==> src/rtl/w5300_tx_packer_pkg.sv <==
// Shared W5300 definitions: TX buffer header layout and packer FSM states.
package w5300_tx_packer_pkg;

  localparam int unsigned TX_HDR_WORDS = 2;
  localparam int unsigned DATA_W       = 16;
  localparam int unsigned BYTE_CNT_W   = 32;
  localparam int unsigned DROP_CNT_W   = 16;

  typedef enum logic [2:0] {
    FILL,
    DROP,
    HDR_HI,
    HDR_LO,
    REQ
  } tx_packer_state_t;

  // Wire bytes carried by one beat: a final odd beat carries only its high byte.
  function automatic logic [1:0] beat_bytes(input logic odd_last);
    return odd_last ? 2'd1 : 2'd2;
  endfunction

endpackage

==> src/rtl/w5300_tx_packer.sv <==
// Packs a 16-bit payload stream into the W5300 TX buffer, prefixes the 32-bit
// byte length in words 0-1, then requests transmission until tx_done.
// Packets larger than the buffer are drained and counted as dropped.
module w5300_tx_packer
  import w5300_tx_packer_pkg::*;
#(
  parameter int unsigned ETH_TX_BUFFER_WIDTH = 9
) (
  input  logic                           clk,
  input  logic                           rst,
  input  logic                           s_valid,
  output logic                           s_ready,
  input  logic [DATA_W-1:0]              s_data,
  input  logic                           s_last,
  input  logic                           s_last_odd,
  output logic                           buf_wr_en,
  output logic [ETH_TX_BUFFER_WIDTH-1:0] buf_wr_addr,
  output logic [DATA_W-1:0]              buf_wr_data,
  output logic                           eth_tx_req,
  input  logic                           tx_done,
  output logic                           pkt_dropped,
  output logic [DROP_CNT_W-1:0]          drop_count
);

  localparam int unsigned AW = ETH_TX_BUFFER_WIDTH;
  localparam int unsigned PW = AW + 1;
  localparam logic [PW-1:0] PTR_START = PW'(TX_HDR_WORDS);
  localparam logic [PW-1:0] PTR_FULL  = PW'(1) << AW;

  tx_packer_state_t      state_q, state_d;
  logic [PW-1:0]         wr_ptr_q, wr_ptr_d;
  logic [BYTE_CNT_W-1:0] byte_cnt_q, byte_cnt_d;
  logic                  eth_tx_req_q, eth_tx_req_d;
  logic                  pkt_dropped_q, pkt_dropped_d;
  logic [DROP_CNT_W-1:0] drop_count_q, drop_count_d;

  logic odd_last;
  assign odd_last = s_last & s_last_odd;

  // Next-state, pointer/counter update and same-cycle buffer write strobes.
  always_comb begin
    state_d       = state_q;
    wr_ptr_d      = wr_ptr_q;
    byte_cnt_d    = byte_cnt_q;
    pkt_dropped_d = 1'b0;
    drop_count_d  = drop_count_q;
    s_ready       = 1'b0;
    buf_wr_en     = 1'b0;
    buf_wr_addr   = '0;
    buf_wr_data   = '0;

    unique case (state_q)
      FILL: begin
        s_ready = 1'b1;
        if (s_valid) begin
          if (wr_ptr_q != PTR_FULL) begin
            buf_wr_en   = 1'b1;
            buf_wr_addr = wr_ptr_q[AW-1:0];
            buf_wr_data = odd_last ? {s_data[15:8], 8'h00} : s_data;
            wr_ptr_d    = wr_ptr_q + PW'(1);
            byte_cnt_d  = byte_cnt_q + BYTE_CNT_W'(beat_bytes(odd_last));
            if (s_last) begin
              state_d = HDR_HI;
            end
          end else if (s_last) begin
            // Overflowing beat is also the last: drop immediately.
            pkt_dropped_d = 1'b1;
            drop_count_d  = drop_count_q + DROP_CNT_W'(1);
            wr_ptr_d      = PTR_START;
            byte_cnt_d    = '0;
          end else begin
            state_d = DROP;
          end
        end
      end

      DROP: begin
        s_ready = 1'b1;
        if (s_valid && s_last) begin
          pkt_dropped_d = 1'b1;
          drop_count_d  = drop_count_q + DROP_CNT_W'(1);
          wr_ptr_d      = PTR_START;
          byte_cnt_d    = '0;
          state_d       = FILL;
        end
      end

      HDR_HI: begin
        buf_wr_en   = 1'b1;
        buf_wr_addr = AW'(0);
        buf_wr_data = byte_cnt_q[31:16];
        state_d     = HDR_LO;
      end

      HDR_LO: begin
        buf_wr_en   = 1'b1;
        buf_wr_addr = AW'(1);
        buf_wr_data = byte_cnt_q[15:0];
        state_d     = REQ;
      end

      REQ: begin
        if (tx_done) begin
          wr_ptr_d   = PTR_START;
          byte_cnt_d = '0;
          state_d    = FILL;
        end
      end

      default: begin
        state_d = FILL;
      end
    endcase

    // Nothing is accepted or written while reset is asserted.
    if (rst) begin
      s_ready   = 1'b0;
      buf_wr_en = 1'b0;
    end
  end

  assign eth_tx_req_d = (state_d == REQ);

  // State, pointer, counters and registered status outputs.
  always_ff @(posedge clk) begin
    if (rst) begin
      state_q       <= FILL;
      wr_ptr_q      <= PTR_START;
      byte_cnt_q    <= '0;
      eth_tx_req_q  <= 1'b0;
      pkt_dropped_q <= 1'b0;
      drop_count_q  <= '0;
    end else begin
      state_q       <= state_d;
      wr_ptr_q      <= wr_ptr_d;
      byte_cnt_q    <= byte_cnt_d;
      eth_tx_req_q  <= eth_tx_req_d;
      pkt_dropped_q <= pkt_dropped_d;
      drop_count_q  <= drop_count_d;
    end
  end

  assign eth_tx_req  = eth_tx_req_q;
  assign pkt_dropped = pkt_dropped_q;
  assign drop_count  = drop_count_q;

endmodule

==> config.mk <==
export PLATFORM = sky130hd
export DESIGN_NAME = w5300_tx_packer
export DESIGN_NICKNAME = d
export VERILOG_FILES = /design/src/rtl/w5300_tx_packer_pkg.sv /design/src/rtl/w5300_tx_packer.sv
export SDC_FILE = /design/constraint.sdc
export NUM_CORES = 1
export LEC_CHECK = 0
export ABC_AREA = 0
export BUFFER_PORTS_ARGS = -buffer_cell sky130_fd_sc_hd__clkbuf_2
export CAP_MARGIN = 25
export CORE_MARGIN = 2
export CORE_UTILIZATION = 58
export CTS_BUF_LIST = sky130_fd_sc_hd__clkbuf_8
export CTS_CLUSTER_DIAMETER = 80
export DETAILED_ROUTE_END_ITERATION = 12
export HOLD_SLACK_MARGIN = 0.12
export PLACE_DENSITY = 0.83
export SLEW_MARGIN = 5
export SYNTH_ARGS = -nofsm -noshare
export SYNTH_HDL_FRONTEND = slang
export SYNTH_SLANG_ARGS = --single-unit
==> constraint.sdc <==
create_clock -name clk -period 3.6 [get_ports clk]
set_clock_uncertainty 0.15 [all_clocks]
set_input_delay 0.72 -clock clk [delete_from_list [all_inputs] [get_ports clk]]
set_output_delay 0.72 -clock clk [all_outputs]
set_load 0.01 [all_outputs]
==> impl_results.md, run 1 <==
* Crit path kind: flip-flop to output pin
* Fin util at 0.705
* Crit. End Element: output pin
* Post-synthesis async set-or-reset flop share at 0
* Hold slack at ~0.34 ns
* H-tree Lvls at 3
* Syn Area/Cell at 7.86 um^2
* Post-detail-place hpwl at 6740 um
* Vias per cell at 6.41
* Max Cap Viol at 0
* Commonest non-fill, non-tap cell in the layout: clkbuf_2
* Routed via count at 3851
* Rows at 28
* Fin Setup TNS at 0 ns
* Core area at 5990 um^2
* Die X at 83.2 um
* First-pass GRT wire length at 15200 um
* Total Routing Usage GR at 0.263
* TritonCTS clock tree: done
* Leak at 1.63 nW
* Post-Route WL at 9450 um
* Status: finished clean
* Grt met1 use at 0.380
* Pin count of the biggest net entering global routing at 33
* Yosys warns at 0
* Slew margin rel. at 0.425
* Area fraction in compound gates after synthesis at 0.179
* N_diodes at 0
* Peak VDD IR at around 250 uV
* Final antenna-violating net count at 0
* Synth Area in XOR/XNOR at 0.0554
* Final setup margin at 0.232 ns
* Clk buf depth at 2
* Busiest grt layer: met2
* Root Buffer: clkbuf_8
* Worst slack, placed at roughly 0.22 ns
* Yosys reg bits at 63
* DRC at 0
* Die area at 6920 um^2
* Post-synthesis cell area at around 3600 um^2
* Post-synthesis mux area share at 0
* Largest family of logic cells by synthesized area: simple AND/OR/NAND/NOR gates
* Critical path required time at between 2 and 3 ns
* Final setup violation count at 0
* Seq/Total Area, Yosys at 0.347
* Fin crit share at 0.936
* Initial antenna violation count at 0
* Pwr/cell area at 352 nW/um^2
* Post-synthesis adder-cell area fraction at 0.0227
* Unique cell type count in the Yosys netlist at 50
* Ys flop type: dfxtp_1
* Post-synthesis simple-gate area fraction at 0.339
* Setup bufs post-CTS at 0
* Vias in the first global route at roughly 3300
* Clk slew on worst S/H paths at 0.07 ns
* Most frequent cells in the layout: 66 x clkbuf_2, 63 x dfxtp_1, 42 x nor2_1
* EDFF count, synth at 0
* Critical R2R Launch: wr_ptr_q[0]
* CP arrival at 2.50 ns
* M2 GR Usage at 0.396
* Detailed Route Iter0 Violations at 475
* CTS buffer count at 9
* Startpoint of the worst hold path: byte_cnt_q[31]
* Wire length per cell at roughly 16 um
* Mapped Cells at 463
* CTS Hold Buffers Added at 0
* Worst slew pin tran at around 0.86 ns
* Share of cells above drive strength 1 at 0.190
* Type of the worst min-delay path: flip-flop to flip-flop
* Startpoint type of the worst setup path: flip-flop
* I/O Pins at 67
* Grt total ovfl at 0
* Highest net fanout along the worst path at 11
* RSZ-0062 raised after global routing: no
* Max Slew Vio Count at 0
* Final Hold Viols at 0
* FMAX at between 200 and 300 MHz
* Die Y-Extent at 83.2 um
* Initial Utilization at 0.607
* 1st-pass router iterations at 11
* Crit path from: wr_ptr_q[0]
* Clock sink count at between 60 and 70
* Port Buffer Count at 66
* RD Place Congestion at between 0.8 and 0.9
* Syn_nets at 491
* Met3 usage at 0.0368
* Worst skew pair latency at 0.35 ns
* Minimum clock period at 3.37 ns
* Layout area overhead at 16.1%
* Fin nets at 549
==> worst max-delay path: stages (launching register included) <==
cell      delay [ns]
dfxtp_1         0.36
inv_1           0.08
ha_1            0.13
nor4b_2         0.34
and3_2          0.36
nor2_1          0.09
buf_4           0.18
a222oi_1        0.38
inv_1           0.09
clkbuf_2        0.15
==> power breakdown <==
group	switching, mW	leakage [nW]	internal [mW]
clock	0.277	0.0977	0.280
combinational	0.125	1.02	0.0783
sequential	0.0181	0.509	0.709
total	0.420	1.63	1.07
==> final cells by class <==
class | count | area (um^2)
multi-input cells | 349 | 2170
fillers | 475 | 1770
flip-flops and latches | 63 | 1260
repair buffers | 78 | 440
clock buffers | 11 | 151
well taps | 75 | 93.8
inverters | 20 | 75.1
clock inverters | 5 | 25.0
==> layer usage <==
metal / vias to the layer above / routed length (um)
met5: - / 0
met2: 198 / 4230
met1: 1774 / 4210
met3: 24 / 828
met4: 0 / 180
li1: 1855 / -
==> Yosys cell counts, types with 5 or more instances <==
cell type / n / area share
o21ai_0: 16 / 0.022
nand4b_1: 5 / 0.012
a21oi_1: 31 / 0.043
nand3_1: 24 / 0.033
buf_2: 10 / 0.014
nor2_1: 42 / 0.043
xor2_1: 7 / 0.017
ha_1: 5 / 0.017
nor4_1: 17 / 0.029
or4_1: 14 / 0.029
and4_1: 7 / 0.017
nor3b_1: 5 / 0.010
dfxtp_1: 63 / 0.35
a22oi_1: 8 / 0.017
and3_1: 9 / 0.015
nand4_1: 20 / 0.034
o31ai_1: 12 / 0.025
nor3_1: 10 / 0.014
or3_1: 11 / 0.019
clkbuf_1: 19 / 0.020
xnor2_1: 16 / 0.039
a222oi_1: 8 / 0.022
inv_1: 20 / 0.021
nand2_1: 37 / 0.038
==> kinds of logic after synthesis <==
group           Yosys count
flops                    63
simple gates            222
buf+inv                  51
compound gates           98
xor+xnor                 23
fa+ha+maj                 6
==> flip-flops by register name (all words and copies together) (netlist names) <==
register     flops
byte_cnt_q      32
drop_count      16
eth_tx_req       1
pkt_dropped      1
state_q          3
wr_ptr_q        10
==> per-stage QoR <==
stage          instances  power, mW  cell area, um^2
2_1_floorplan        463      0.871             3640
3_3_place_gp         583      0.933             4010
3_5_place_dp         584      0.942             4040
4_1_cts              600       1.49             4210
5_1_grt              601       1.55             4220
6_report             601       1.49             4220
==> path summary, 6_finish.rpt <==
check              endpoint  slack [ns]  depth (start not counted)
max reg2reg  byte_cnt_q[31]        0.74                          7
max          buf_wr_data[8]        0.23                          9
min          byte_cnt_q[31]        0.34                          2
min reg2reg  byte_cnt_q[31]        0.34                          2
==> repair_timing <==
| item | 4_1_cts | 5_1_grt |
|---|---|---|
| gates resized for setup | 0 | 1 |
| hold endpoints to repair | 0 | 0 |
| endpoints found under the setup margin | 0 | 1 |
(Power assumes the default switching activity.)
==> run 2: changes to the inputs <==
--- a/config.mk
+++ b/config.mk
@@ -14,2 +14,3 @@
 export CTS_CLUSTER_DIAMETER = 80
+export CTS_CLUSTER_SIZE = 24
 export DETAILED_ROUTE_END_ITERATION = 12
==> constraint.sdc (replaced) <==
create_clock -name clk -period 3.6 [get_ports clk]
set_clock_uncertainty 0.15 [all_clocks]
set_input_delay 0 -clock clk [delete_from_list [all_inputs] [get_ports clk]]
set_output_delay 0 -clock clk [all_outputs]
set_load 0.01 [all_outputs]
==> impl_results.md, run 2 (synthesized netlist as in run 1, its figures left out) <==
* Status: finished clean (unchanged)
* Most frequent cells in the layout: 66 x clkbuf_2, 63 x dfxtp_1, 42 x nor2_1 (unchanged)
* Wire length per cell at 16.5 um (was 15.7 um)
* Pin count of the biggest net entering global routing at 33 (unchanged)
* Routed via count at 3886 (was 3851)
* Crit-path slowest cell: dlygate4sd3_1 (was a222oi_1)
* Net Sw Power at 428 uW (was 420 uW)
* Top delay family on crit path: simple AND/OR/NAND/NOR gates (unchanged)
* Bufs and invs on worst path at 4 (unchanged)
* Startpoint type of the worst setup path: input pin (was flip-flop)
* Reg2Reg Depth at 7 (unchanged)
* Type of the worst min-delay path: input pin to output pin (was flip-flop to flip-flop)
* Hold path cells at 4 (was 2)
* Startpoint of the worst hold path: s_data[14] (was byte_cnt_q[31])
* Core area at 5990 um^2 (unchanged)
* Vias in the first global route at 3443 (was 3299)
* Port Buffer Count at 66 (unchanged)
* Max reg flops at 32 (unchanged)
* Flop pwr share at 0.469 (was 0.489)
* Part of the power in combinational logic at 0.133 (was 0.136)
* Initial antenna violation count at 0 (unchanged)
* Highest net fanout along the worst path at 11 (unchanged)
* Peak VDD IR at 209 uV (was 248 uV)
* Critical Path, Cell by Cell: dlygate4sd3_1, clkbuf_2, nand2_1, inv_1, ha_1, inv_1, fa_1, nand2b_1, or2_2, nor2_1, or4b_1, a21oi_1 (was inv_1, ha_1, nor4b_2, and3_2, nor2_1, buf_4, a222oi_1, inv_1, clkbuf_2)
* Pwr/cell area at 364 nW/um^2 (was 352 nW/um^2)
* Hold slack at 0.139 ns (was 0.345 ns)
* Minimum clock period at 3.19 ns (was 3.37 ns)
* Final Hold Viols at 0 (unchanged)
* Root Buffer: clkbuf_8 (unchanged)
* Die Y-Extent at 83.2 um (unchanged)
* Critical path required time at 3.72 ns (was 2.73 ns)
* Hold Path Sink: buf_wr_data[14] (was byte_cnt_q[31])
* Setup bufs post-CTS at 0 (unchanged)
* Placed Cells incl. Taps at 582 (was 584)
* Initial Utilization at 0.607 (unchanged)
* Die area at 6920 um^2 (unchanged)
* Detailed Route Iter0 Violations at 386 (was 475)
* Clk slew on worst S/H paths at 0.07 ns (about the same)
* Reg with most FFs: byte_cnt_q (unchanged)
* Critical R2R Launch: wr_ptr_q[0] (unchanged)
* Max Slew Vio Count at 0 (unchanged)
* Final setup violation count at 0 (unchanged)
* Layout area overhead at 17.4% (was 16.1%)
* Post-detail-place hpwl at 7030 um (was 6740 um)
* RD Place Congestion at 0.878 (was 0.863)
* Slew margin rel. at 0.438 (was 0.425)
* Layout fillers at 493 (was 475)
* Clock Power Share at 0.398 (was 0.375)
* FMAX at 314 MHz (was 297 MHz)
* Leak at 1.65 nW (was 1.63 nW)
* Commonest non-fill, non-tap cell in the layout: clkbuf_2 (unchanged)
* Post-Route WL at 10000 um (was 9450 um)
* RR Endpoint: byte_cnt_q[23] (was byte_cnt_q[31])
* Worst skew pair latency at 0.35 ns (about the same)
* Share of cells above drive strength 1 at 0.183 (was 0.190)
* Crit. End Element: flip-flop (was output pin)
* TritonCTS clock tree: done (unchanged)
* RSZ-0062 raised after global routing: no (unchanged)
* Power Internal at 1.13 mW (was 1.07 mW)
* Fin Setup TNS at 0 ns (unchanged)
* Final antenna-violating net count at 0 (unchanged)
* Grt total ovfl at 0 (unchanged)
* Most frequent CP cell: inv_1 (unchanged)
* Max Cap Viol at 0 (unchanged)
* Switching Share at 0.275 (was 0.282)
* H-tree Lvls at 3 (unchanged)
* Crit path kind: input pin to flip-flop (was flip-flop to output pin)
* Area occupied by multi-input gates at 2170 um^2 (about the same)
* N_diodes at 0 (unchanged)
* CTS buffer count at 9 (unchanged)
* Worst reg-to-reg setup slack at 0.74 ns (about the same)
* Total Routing Usage GR at 0.290 (was 0.263)
* Fin crit share at 0.885 (was 0.936)
* Worst slew pin tran at 0.843 ns (was 0.863 ns)
* CP arrival at 3.31 ns (was 2.50 ns)
* DRC at 0 (unchanged)
* Storage cell area at 1260 um^2 (unchanged)
* Max stage delay on crit path at 0.53 ns (was 0.38 ns)
* Fin nets at 553 (was 549)
* 1st-pass router iterations at 8 (was 11)
* Finished Layout Cells at 605 (was 601)
* Clock sink count at 63 (unchanged)
* First-pass GRT wire length at 16800 um (was 15200 um)
* I/O Pins at 67 (unchanged)
* Rows at 28 (unchanged)
* Clk buf depth at 2 (unchanged)
* Die X at 83.2 um (unchanged)
* Vias per cell at 6.42 (was 6.41)
==> run 2: layout make-up <==
type                            count  share of cell area
Multi-Input combinational cell    349               0.509
Sequential cell                    63               0.295
Timing Repair Buffer               82               0.109
Clock buffer                       10              0.0322
Tap cell                           75              0.0220
Inverter                           20              0.0176
Clock inverter                      6              0.0147
==> run 2: power by group through the flow <==
stage	clock, mW	sequential [mW]	combinational (mW)
2_1_floorplan	0	0.735	0.137
3_3_place_gp	0	0.742	0.192
3_5_place_dp	0	0.743	0.197
4_1_cts	0.621	0.727	0.203
5_1_grt	0.656	0.730	0.230
6_report	0.618	0.728	0.207
==> run 2: stage by stage <==
step / cell area, um^2 / setup WS (ns) / utilization / total power, mW
final: 4270 / 0.414 / 0.713 / 1.55
after CTS: 4260 / 0.462 / 0.711 / 1.55
after detailed placement: 4000 / 0.667 / 0.668 / 0.941
after global routing: 4270 / 0.193 / 0.713 / 1.62
after floorplan: 3640 / 1.05 / - / 0.871
after global placement: 4000 / 0.768 / 0.668 / 0.934
==> run 2: repair_timing <==
action | 4_1_cts | 5_1_grt
hold endpoints to repair | 17 | 0
hold buffers | 6 | 0
gates resized for setup | 0 | 0
==> run 2: worst max-delay path by stage <==
stage	start	to	slack [ns]	cells after the start
after floorplan	byte_cnt_q[0]	byte_cnt_q[30]	1.05	9
after global placement	s_last	byte_cnt_q[21]	0.77	8
after detailed placement	s_last	byte_cnt_q[31]	0.67	8
after CTS	s_last	byte_cnt_q[30]	0.46	12
after global routing	s_last	byte_cnt_q[30]	0.19	12
final	s_last	byte_cnt_q[30]	0.41	12
==> run 2: tightest hold or removal path: cells and delay by family <==
| family | cells | cell delay, ns |
|---|---|---|
| buf+inv | 3 | 0.24 |
| compound gates | 1 | 0.05 |
==> run 2: routing by layer <==
layer	share of wire	global-route usage	vias to the layer above	wire length (um)
li1	-	-	1860	-
met1	0.44	0.405	1801	4410
met2	0.46	0.457	206	4570
met3	0.087	0.0517	19	867
met4	0.015	0.0894	0	146
met5	0	0	-	0
